$ cat src/rtl/adder_18_sync_pkg.sv
// adder_18_sync_pkg: shared widths and {a, b, cin} leaf bit-field positions
package adder_18_sync_pkg;
  localparam int ADD18_W     = 3;
  localparam int ADD18_SUM_W = 4;
  localparam int ADD18_A_MSB = 6;
  localparam int ADD18_A_LSB = 4;
  localparam int ADD18_B_MSB = 3;
  localparam int ADD18_B_LSB = 1;
  localparam int ADD18_CIN   = 0;
endpackage

$ cat src/rtl/adder_18_fa.sv
// adder_18_fa: 1-bit full adder; a, b, ci in -> s, co out
module adder_18_fa (
  input  logic a,
  input  logic b,
  input  logic ci,
  output logic s,
  output logic co
);
  assign s  = a ^ b ^ ci;
  assign co = (a & b) | (ci & (a ^ b));
endmodule

$ cat src/rtl/adder_18_sync.sv
// adder_18_sync: registered a+b+cin ripple adder; clk, rst_n, in_valid, a, b, cin in -> sum, out_valid out
module adder_18_sync
  import adder_18_sync_pkg::*;
#(
  parameter int WIDTH = ADD18_W
) (
  input  logic             clk,
  input  logic             rst_n,
  input  logic             in_valid,
  input  logic [WIDTH-1:0] a,
  input  logic [WIDTH-1:0] b,
  input  logic             cin,
  output logic [WIDTH:0]   sum,
  output logic             out_valid
);
  logic [WIDTH:0]   w_c;
  logic [WIDTH-1:0] w_p;
  logic [WIDTH:0]   r_sum;
  logic             r_valid;
  assign w_c[0] = cin;
  for (genvar i = 0; i < WIDTH; i++) begin : g_fa
    adder_18_fa u_fa (.a(a[i]), .b(b[i]), .ci(w_c[i]), .s(w_p[i]), .co(w_c[i+1]));
  end
  always_ff @(posedge clk) begin
    if (!rst_n) begin
      r_sum   <= '0;
      r_valid <= 1'b0;
    end else begin
      r_valid <= in_valid;
      if (in_valid) r_sum <= {w_c[WIDTH], w_p};
    end
  end
  assign sum       = r_sum;
  assign out_valid = r_valid;
endmodule

$ cat config.mk
export PLATFORM = sky130hd
export DESIGN_NAME = adder_18_sync
export DESIGN_NICKNAME = d
export VERILOG_FILES = /design/src/rtl/adder_18_sync_pkg.sv /design/src/rtl/adder_18_fa.sv /design/src/rtl/adder_18_sync.sv
export SDC_FILE = /design/constraint.sdc
export NUM_CORES = 1
export LEC_CHECK = 0
export CAP_MARGIN = 10
export CORE_AREA = 4 4 41 43
export CTS_BUF_LIST = sky130_fd_sc_hd__clkbuf_4
export DETAILED_ROUTE_END_ITERATION = 6
export DIE_AREA = 0 0 45 47
export PLACE_DENSITY = 0.53
export SETUP_SLACK_MARGIN = 0.02
export SLEW_MARGIN = 5
export SYNTH_ARGS = -nofsm -noshare
export SYNTH_HDL_FRONTEND = slang
export SYNTH_SLANG_ARGS = --single-unit
$ cat constraint.sdc
create_clock -name clk -period 2.36 [get_ports clk]
set_clock_uncertainty 0.2 [all_clocks]
set_input_delay 0.236 -clock clk [delete_from_list [all_inputs] [get_ports clk]]
set_output_delay 0.236 -clock clk [all_outputs]
set_load 0.01 [all_outputs]
==> summary.md <==
| Metric | Value |
|---|---|
| Clock Path Buffers | 2 |
| Crit-path max FO | 1 |
| Crit path max-delay family | adder cells |
| Global route total overflow | 0 |
| Initial antenna violation count | 0 |
| 1st-iter DRT viols | 0 |
| Hold Crit Class | flip-flop to flip-flop |
| Synthesized area | roughly 260 µm² |
| Minimum clock period | about 2100 ps |
| Num CTS Buffers | 3 |
| Final Cycle Share | between 90% and 100% |
| Final HPWL DP | between 400 and 500 µm |
| Hold Vio Cnt, Final | 0 |
| Outcome | finished, final reports clean |
| CTS tree | built |
| Maxcap violations | 0 |
| Htree depth | 1 |
| Site row count | 13 |
| Via count | between 200 and 250 |
| Worst skew pair latency | roughly 230 ps |
| Synth unique cells | 9 |
| Overall Global Routing Usage | about 6% |
| Slowest CP cell | fa_1 |
| Core Footprint | around 1300 µm² |
| Area leader, netlist | dfxtp_1 |
| CP Cell Sequence | clkdlybuf4s50_1 -> inv_1 -> fa_1 -> inv_1 -> fa_1 -> inv_1 -> fa_1 -> nand2_1 -> o211a_1 |
| Placed Cells | 53 |
| Die width | 45 µm |
| Crit Path Class | primary input to flip-flop |
| Pins over their slew limit | 0 |
| Area after DPL | 410 µm² |
| Final hold slack | approximately 270 ps |
| Post-CTS sizing | 0 |
| Post-synthesis sequential area ratio | 38.1% |
| Max-Slew Margin vs Limit | around four fifths |
| Worst setup EP type | flip-flop |
| Avg Cell Area, Syn | 10.5 µm² |
| Final setup TNS | 0 ps |
| Number of global-route vias before repair | roughly 200 |
| Post-Syn Nets | 38 |
| TritonRoute pass-1 iters | 1 |
| Syn Inst Count | 25 |
| CTS sink cnt | 5 |
| RD Place Congestion | between 0.6 and 0.7 |
| CP required | roughly 2300 ps |
| NumNets Final | 56 |
| PwrDens | ~600 nW/µm² |
| # hold bufs at CTS | 0 |
| Final non-filler cell area | 440 µm² |
| Worst Max-Slew Pin Slew | 288 ps |
| Wire length per cell | slightly above 8 µm |
| Clk slew on worst S/H paths | ~40 ps |
| Final setup violation count | 0 |
| Global-route wire length before repair | around 860 µm |
| Lkg Pwr | approximately 0.22 nW |
| Core Util, Final | 33.8% |
| N_diodes | 0 |
| Fmax | around 470 MHz |
| Routed WL | roughly 470 µm |
| Synth top area cells | dfxtp_1 38%, fa_1 23%, o211a_1 11% |
| Layout cell share with drive strength beyond 1 | 11.9% |
| Synth Warn # | 0 |
| #FFs+latches synth | 5 |
| Post-route DRC | 0 |
| Pin count of the biggest net entering global routing | 9 |
| CP Buf/Inv Count | 4 |
| Die ar. | around 2100 µm² |
| Root Driver | clkbuf_4 |
| IO Pins | 15 |
| Initial Utilization | a little over 20% |
| Worst vdd ir | roughly 400 µV |
| Max incr delay on CP | roughly 470 ps |
| Setup bufs post-CTS | 0 |
| Antenna-violating nets left | 0 |
| Die Ht | about 47 µm |
| Top-area cell type share of the netlist area | a little under two fifths |
| Via density | ~3.6 |
| IO Port Bufs | 14 |
| Non-Filler Instances | 57 |
| P&R area growth vs syn | 67.6% |
| WP data arrival | just over 2000 ps |
| Worst Setup Start Kind | primary input |
| RSZ-0062 raised after global routing | false |
## through the flow
stage	setup WS (ps)	power, W
floorplan	518	0.000123
global placement	-0.597	0.000155
detailed placement	-27.0	0.000155
CTS	224	0.000267
global route	147	0.000280
finish	224	0.000259
## where the power goes
part,switching [W],internal [W],total [W]
Sequential,0.00000313,0.0000921,0.0000952
Clock,0.0000319,0.0000752,0.000107
Combinational,0.0000210,0.0000361,0.0000571
Total,0.0000560,0.000203,0.000259
## worst paths after layout
path	from	to	slack (ps)	depth (start not counted)
max reg2reg	sum[3]	sum[3]	1540	1
min	sum[2]	sum[2]	270	1
min reg2reg	sum[2]	sum[2]	270	1
max	a[0]	sum[2]	220	9
## per-layer routing
metal	vias to the layer above	track usage [%]	wire length, µm
met3	0	6.51	61
met1	91	6.48	188
met5	-	0	0
li1	109	-	-
met2	8	8.47	222
met4	0	0	0
## cell type report
cell class,instances,area [µm²]
fill,147,861
timing repair buffer,14,140
multi-input combinational,12,125
sequential,5,100
clock buffer,4,30.0
inverter,7,26.3
tap,15,18.8
## Yosys cell counts (all sizes together)
cell type,number
o211a,3
buf,1
inv,7
nor2b,1
mux2i,1
nand2,3
and2,1
fa,3
dfxtp,5
## layout by cell type (no fill, tap or decap)
cell type	count
and2_2	1
clkbuf_4	4
clkdlybuf4s50_1	14
dfxtp_1	5
fa_1	3
inv_1	7
mux2i_1	1
nand2_1	3
nor2b_1	1
o211a_1	3
## cell families after synthesis
kind of cell / after synthesis / share of synthesized area (%)
flip-flops: 5 / 38.1
AO/OA/AOI/OAI: 3 / 11.4
buffers and inverters: 8 / 14.3
AND/OR/NAND/NOR: 5 / 9.53
adder cells (fa/ha/maj): 3 / 22.9
multiplexers: 1 / 3.81
## flip-flops by register name (all words and copies together) (netlist names)
| register | count |
|---|---|
| sum | 4 |
| out_valid | 1 |
Note: power is estimated with default switching activity, not from simulation.
